--- config.mk ---
export PLATFORM = sky130hd
export DESIGN_NAME = opb_register_bank
export DESIGN_NICKNAME = d
export VERILOG_FILES = /design/src/rtl/opb_reg_bank_pkg.sv /design/src/rtl/opb_reg_bank_slice.sv /design/src/rtl/opb_register_bank.sv
export SDC_FILE = /design/constraint.sdc
export NUM_CORES = 1
export LEC_CHECK = 0
export ABC_AREA = 1
export CORE_MARGIN = 2
export CORE_UTILIZATION = 25
export CTS_BUF_LIST = sky130_fd_sc_hd__clkbuf_4
export DETAILED_ROUTE_END_ITERATION = 10
export GPL_ROUTABILITY_DRIVEN = 0
export PLACE_DENSITY_LB_ADDON = 0.05
export SYNTH_ARGS = -nofsm -noshare
export SYNTH_HDL_FRONTEND = slang
export SYNTH_SLANG_ARGS = --single-unit
--- constraint.sdc ---
create_clock -name OPB_Clk -period 4.45 [get_ports OPB_Clk]
set_input_delay 0.6675 -clock OPB_Clk [delete_from_list [all_inputs] [get_ports OPB_Clk]]
set_output_delay 0.6675 -clock OPB_Clk [all_outputs]
set_load 0.02 [all_outputs]
--- src/rtl/opb_reg_bank_pkg.sv ---
// Shared types and helpers for the OPB register bank: FSM states, access
// classification and the OPB byte-lane to user-bit mapping.
package opb_reg_bank_pkg;

  typedef enum logic [1:0] {
    ST_IDLE,
    ST_ACK,
    ST_WAIT
  } state_e;

  typedef enum logic [1:0] {
    K_REG,
    K_STATUS,
    K_COMMIT,
    K_ERR
  } kind_e;

  function automatic int unsigned status_offset(input int unsigned num_regs);
    return num_regs;
  endfunction

  function automatic int unsigned commit_offset(input int unsigned num_regs);
    return num_regs + 1;
  endfunction

  // be[3] is OPB_BE[0], which covers the most significant user byte
  function automatic logic [31:0] lane_mask(input logic [3:0] be);
    logic [31:0] mask;
    mask = 32'h0;
    for (int unsigned i = 0; i < 4; i++) begin
      mask[8*i +: 8] = {8{be[i]}};
    end
    return mask;
  endfunction

endpackage

--- src/rtl/opb_reg_bank_slice.sv ---
// One control register: byte-masked write, update strobe and, when
// OPB_REG_BANK_SHADOW_EN is defined, a shadow copy published on commit.
module opb_reg_bank_slice #(
  parameter logic [31:0] C_RESET_VAL = 32'h0
) (
  input  logic        i_clk,
  input  logic        i_rst_n,
  input  logic        i_wr_en,
`ifdef OPB_REG_BANK_SHADOW_EN
  input  logic        i_commit,
`endif
  input  logic [31:0] i_wdata,
  input  logic [31:0] i_mask,
  output logic [31:0] o_active,
  output logic [31:0] o_readback,
  output logic        o_strobe
);

  logic [31:0] r_active;
  logic        r_strobe;

`ifdef OPB_REG_BANK_SHADOW_EN
  logic [31:0] r_shadow;

  // Writes land in the shadow; the active copy only moves on commit
  always_ff @(posedge i_clk) begin
    if (!i_rst_n) begin
      r_shadow <= C_RESET_VAL;
      r_active <= C_RESET_VAL;
      r_strobe <= 1'b0;
    end else begin
      r_strobe <= i_commit;
      if (i_wr_en) begin
        r_shadow <= (r_shadow & ~i_mask) | (i_wdata & i_mask);
      end
      if (i_commit) begin
        r_active <= r_shadow;
      end
    end
  end

  assign o_readback = r_shadow;
`else
  always_ff @(posedge i_clk) begin
    if (!i_rst_n) begin
      r_active <= C_RESET_VAL;
      r_strobe <= 1'b0;
    end else begin
      r_strobe <= i_wr_en;
      if (i_wr_en) begin
        r_active <= (r_active & ~i_mask) | (i_wdata & i_mask);
      end
    end
  end

  assign o_readback = r_active;
`endif

  assign o_active = r_active;
  assign o_strobe = r_strobe;

endmodule

--- src/rtl/opb_register_bank.sv ---
// OPB slave exposing C_NUM_REGS control registers, a sampled status word and,
// with OPB_REG_BANK_SHADOW_EN defined, a commit register for shadowed writes.
module opb_register_bank
  import opb_reg_bank_pkg::*;
#(
  parameter logic [31:0] C_BASEADDR   = 32'h0108_3000,
  parameter logic [31:0] C_HIGHADDR   = 32'h0108_30FF,
  parameter int unsigned C_OPB_AWIDTH = 32,
  parameter int unsigned C_OPB_DWIDTH = 32,
  parameter int unsigned C_NUM_REGS   = 4,
  parameter logic [31:0] C_RESET_VAL  = 32'h0,
  parameter              C_FAMILY     = "virtex6"
) (
  input  logic                      OPB_Clk,
  input  logic                      OPB_Rst_n,
  input  logic [0:C_OPB_AWIDTH-1]   OPB_ABus,
  input  logic [0:3]                OPB_BE,
  input  logic [0:C_OPB_DWIDTH-1]   OPB_DBus,
  input  logic                      OPB_RNW,
  input  logic                      OPB_select,
  input  logic                      OPB_seqAddr,
  output logic [0:C_OPB_DWIDTH-1]   Sl_DBus,
  output logic                      Sl_xferAck,
  output logic                      Sl_errAck,
  output logic                      Sl_retry,
  output logic                      Sl_toutSup,
  output logic [32*C_NUM_REGS-1:0]  user_data_out,
  output logic [C_NUM_REGS-1:0]     user_wr_strobe,
  input  logic [31:0]               user_status_in
);

  localparam int unsigned IDX_W       = (C_NUM_REGS > 1) ? $clog2(C_NUM_REGS) : 1;
  localparam int unsigned FAMILY_BITS = $bits(C_FAMILY);
  localparam bit          CFG_OK      = (C_OPB_DWIDTH == 32) && (FAMILY_BITS > 0);

  state_e             r_state;
  kind_e              r_kind;
  logic               r_rnw;
  logic [IDX_W-1:0]   r_idx;
  logic [31:0]        r_wdata;
  logic [31:0]        r_mask;
  logic [31:0]        r_dbus;
  logic               r_xfer_ack;
  logic               r_err_ack;

  logic [31:0]        w_addr;
  logic [31:0]        w_wdata;
  logic [3:0]         w_be;
  logic [29:0]        w_k;
  logic [IDX_W-1:0]   w_idx;
  logic               w_hit;
  kind_e              w_kind;
  logic [31:0]        w_rdata;
  logic               w_ack_wr;
  logic [C_NUM_REGS-1:0] w_wr_en;
  logic [C_NUM_REGS-1:0] w_strobe;
  logic [31:0]        w_active   [C_NUM_REGS];
  logic [31:0]        w_readback [C_NUM_REGS];

  assign w_addr  = 32'(OPB_ABus);
  assign w_wdata = OPB_DBus;
  assign w_be    = OPB_BE;
  assign w_k     = 30'((w_addr - C_BASEADDR) >> 2);
  assign w_idx   = w_k[IDX_W-1:0];
  assign w_hit   = OPB_select && CFG_OK && (w_addr >= C_BASEADDR) && (w_addr <= C_HIGHADDR);

  // Decode an in-range address into the kind of access it is
  always_comb begin
    w_kind = K_ERR;
    if (w_addr[1:0] != 2'b00) begin
      w_kind = K_ERR;
    end else if (w_k < 30'(C_NUM_REGS)) begin
      w_kind = K_REG;
    end else if (w_k == 30'(status_offset(C_NUM_REGS))) begin
      w_kind = K_STATUS;
`ifdef OPB_REG_BANK_SHADOW_EN
    end else if (w_k == 30'(commit_offset(C_NUM_REGS))) begin
      w_kind = K_COMMIT;
`endif
    end
  end

  always_comb begin
    w_rdata = 32'h0;
    if (w_kind == K_REG) begin
      w_rdata = w_readback[w_idx];
    end else if (w_kind == K_STATUS) begin
      w_rdata = user_status_in;
    end
  end

  // Read data and acks are loaded on the edge entering ACK and cleared on the next
  always_ff @(posedge OPB_Clk) begin
    if (!OPB_Rst_n) begin
      r_state    <= ST_IDLE;
      r_kind     <= K_ERR;
      r_rnw      <= 1'b0;
      r_idx      <= '0;
      r_wdata    <= 32'h0;
      r_mask     <= 32'h0;
      r_dbus     <= 32'h0;
      r_xfer_ack <= 1'b0;
      r_err_ack  <= 1'b0;
    end else begin
      r_dbus     <= 32'h0;
      r_xfer_ack <= 1'b0;
      r_err_ack  <= 1'b0;
      unique case (r_state)
        ST_IDLE: begin
          if (w_hit) begin
            r_state <= ST_ACK;
            r_kind  <= w_kind;
            r_rnw   <= OPB_RNW;
            r_idx   <= w_idx;
            r_wdata <= w_wdata;
            r_mask  <= lane_mask(w_be);
            if (w_kind == K_ERR) begin
              r_err_ack <= 1'b1;
            end else begin
              r_xfer_ack <= 1'b1;
              if (OPB_RNW) begin
                r_dbus <= w_rdata;
              end
            end
          end
        end
        ST_ACK:  r_state <= OPB_seqAddr ? ST_IDLE : ST_WAIT;
        ST_WAIT: if (!OPB_select) r_state <= ST_IDLE;
        default: r_state <= ST_IDLE;
      endcase
    end
  end

  assign w_ack_wr = (r_state == ST_ACK) && !r_rnw;

`ifdef OPB_REG_BANK_SHADOW_EN
  logic w_commit;
  assign w_commit = w_ack_wr && (r_kind == K_COMMIT) && r_wdata[0];
`endif

  for (genvar i = 0; i < C_NUM_REGS; i++) begin : g_reg
    assign w_wr_en[i] = w_ack_wr && (r_kind == K_REG) && (r_idx == IDX_W'(i));

    opb_reg_bank_slice #(
      .C_RESET_VAL (C_RESET_VAL)
    ) u_slice (
      .i_clk      (OPB_Clk),
      .i_rst_n    (OPB_Rst_n),
      .i_wr_en    (w_wr_en[i]),
`ifdef OPB_REG_BANK_SHADOW_EN
      .i_commit   (w_commit),
`endif
      .i_wdata    (r_wdata),
      .i_mask     (r_mask),
      .o_active   (w_active[i]),
      .o_readback (w_readback[i]),
      .o_strobe   (w_strobe[i])
    );

    assign user_data_out[32*i +: 32] = w_active[i];
  end

  assign user_wr_strobe = w_strobe;
  assign Sl_DBus        = r_dbus;
  assign Sl_xferAck     = r_xfer_ack;
  assign Sl_errAck      = r_err_ack;
  assign Sl_retry       = 1'b0;
  assign Sl_toutSup     = 1'b0;

endmodule

==> impl_metrics.toml <==
[run_status]
outcome = "completed"

[routing]
top_layer = "met5"
routedWlPerCell_um = 18.8
drt-vias-per-instance = 4.84
vias = 9793
dr.pass1.iters = 5
drt_iter0_drc = 584
met3_length_mm = 2.44
wl_met1_mm = 17.3
remaining_drc_errors = 0
route.met2.wl_mm = 17.5
drtAntennaViolNets = 0
routed_wl_mm = 38.1

[logic_synthesis]
ys_top_cells_by_area = "dfxtp_1 (46%), nand3_1 (12%), a21oi_1 (9.5%)"
synth_xor_area_frac = 0.000954
yosys_register_bits = 209
synth_area_um2 = 9180
avgSynthCellArea_um2 = 7.31
netlist-cell-type-count = 31
synth_top_cell_by_area = "dfxtp_1"
synthCells = 1257
synth.area.mux_share = 0
synth_fa_ha_area_frac = 0
synth_compound_area_frac = 0.205
ys_seq_area_frac = 0.456
yosys.area.top_type_share = 0.456
synth_top_family_by_area = "simple AND/OR/NAND/NOR gates"
yosys_warnings = 0
yosys.area_share.simple = 0.267

[floorplan]
die_x_um = 196
die-area_um2 = 38300
num_io_pins = 273
rows = 70
die_h_um = 196
start_util = 0.253
core_region_area_um2 = 36300

[worst_setup_path]
r2r_cells = 8
cpPeakStageDelay_ns = 0.60
cp.arrival_ns = 3.45
r2r_start = "r_state[1]$_SDFFE_PN0P_"
slowest_stage = "clkdlybuf4s50_1"
crit_end = "r_wdata[24]$_SDFFE_PN0P_"
path_cells = "clkdlybuf4s50_1 -> inv_2 -> nor2_1 -> nand2_1 -> nor2_1 -> nor3b_1 -> nand4_1 -> inv_1 -> nand2_2 -> buf_4 -> o21ai_0 -> a21oi_1"
crit_required_ns = 5.04
worstSetupStartpoint = "OPB_ABus[7]"
endpoint_kind = "flip-flop"
path_max_fanout = 44
reg2reg_slack_ns = 1.78
crit_type = "in -> reg"
crit_top_cell = "nor2_1"
crit_path_start_kind = "input pin"

[cells_and_area]
fill_cells = 3874
layout-drive-gt1-share = 0.117
fin_nets = 1625
layout_commonest_cell = "clkdlybuf4s50_1"
syn_to_final_growth_pct = 41.6
layout_common_cells = "clkdlybuf4s50_1 (267), nand3_1 (214), dfxtp_1 (209)"

[global_routing]
grtUsageTotal = 0.195
antenna_found_initial = 2
grt_pass1_wl_mm = 58.0
grt_pass1_vias = 9816
grt_max_degree = 81
grt_overflow_total = 0

[sta]
worst_pin_slew_ns = 1.00
setup_viol = 0
period_needed_ns = 2.85
whs_ns = 0.466
fmaxAchievable_ghz = 0.350
max_slew_margin = 0.328
finalHoldViolCount = 0
setup_tns_ns = 0
drv_slew = 0
fin_crit_sh = 0.641
finalClockSkew_ns = 0.0581
rsz0062_at_grt = "no"

[placed_design]
portBuffers = 270
hpwl_mm = 26.1

[clock_network]
postCtsHoldBufs = 0
cts_tree = "done"
clock_latency_ns = 0.73
cts.sinks = 209
cts.path.max_buffers = 3
cts_resized = 0
clk_pin_slew_ns = 0.06
ctsRootBufferMaster = "clkbuf_4"
postCtsSetupRepairBufs = 0
numCtsBuffers = 61
htreeDepth = 2

[worst_hold_path]
hp-start = "r_rnw$_SDFFE_PN0P_"
worstHoldPathType = "reg -> reg"

[power]
ir_drop_mv = 0.134
power_leakage_nw = 4.20
power_density_nw_per_um2 = 300

[flow_run]
drv_cap = 0
[critical path, delay by kind of cell]
family | cells | cell delay [ns]
AND/OR/NAND/NOR | 6 | 1.07
AO/OA/AOI/OAI | 2 | 0.42
buffers and inverters | 4 | 1.25
[cell usage after synthesis, drive strengths merged]
| library cell | instances |
|---|---|
| a21oi | 205 |
| buf | 21 |
| clkbuf | 74 |
| clkinv | 2 |
| conb | 1 |
| dfxtp | 209 |
| inv | 66 |
| nand2 | 199 |
| nand3 | 217 |
| nand3b | 1 |
| nand4 | 3 |
| nor2 | 97 |
| nor3 | 13 |
| nor3b | 1 |
| nor4 | 6 |
| o21ai | 108 |
| o22ai | 32 |
| or2 | 1 |
| xor2 | 1 |
[final cells by class]
type | count | area [um^2] | share of cell area
flip-flops and latches | 209 | 4180 | 0.322
repair buffers | 294 | 2880 | 0.222
clock buffers | 86 | 646 | 0.0497
inverters | 68 | 258 | 0.0198
multi-input cells | 886 | 4380 | 0.337
clock inverters | 10 | 67.6 | 0.00520
well taps | 468 | 586 | 0.0450
diodes | 2 | 5.00 | 0.000385
[metal layers]
metal,track usage,up-vias
li1,-,4850
met1,0.251,4568
met2,0.321,315
met3,0.0483,58
met4,0.0600,2
met5,0,-
[report_power, final]
| part | switching [mW] | leakage, nW | internal, mW |
|---|---|---|---|
| combinational | 0.152 | 2.10 | 0.121 |
| sequential | 0.00000177 | 1.68 | 1.87 |
| clock | 0.833 | 0.422 | 0.925 |
[how the worst min path moves through the flow]
stage,to,slack (ns),cells after the start
4_1_cts,Sl_DBus[20]$_SDFF_PP0_,0.46,3
2_1_floorplan,r_rnw$_SDFFE_PN0P_,0.43,2
3_3_place_gp,r_rnw$_SDFFE_PN0P_,0.46,2
5_1_grt,Sl_DBus[20]$_SDFF_PP0_,0.47,3
6_report,r_rnw$_SDFFE_PN0P_,0.47,2
3_5_place_dp,r_rnw$_SDFFE_PN0P_,0.46,2
[stage by stage]
step	area, um^2	power [mW]	setup slack [ns]	std cells	utilization
floorplan	9190	2.03	2.33	1258	-
global placement	12300	2.19	0.882	1925	0.338
detailed placement	12300	2.19	0.857	1925	0.338
CTS	13000	3.99	1.67	2021	0.358
global route	13000	4.11	1.40	2022	0.358
finish	13000	3.90	1.60	2023	0.358
[cells by family (layout without fill, tap and decap cells)]
group / Yosys count / count (layout)
compound gates: 345 / 345
buf+inv: 163 / 458
other cells: 1 / 4
flops: 209 / 209
xor+xnor: 1 / 1
simple gates: 538 / 538
Power figures use the tool's default switching activity.
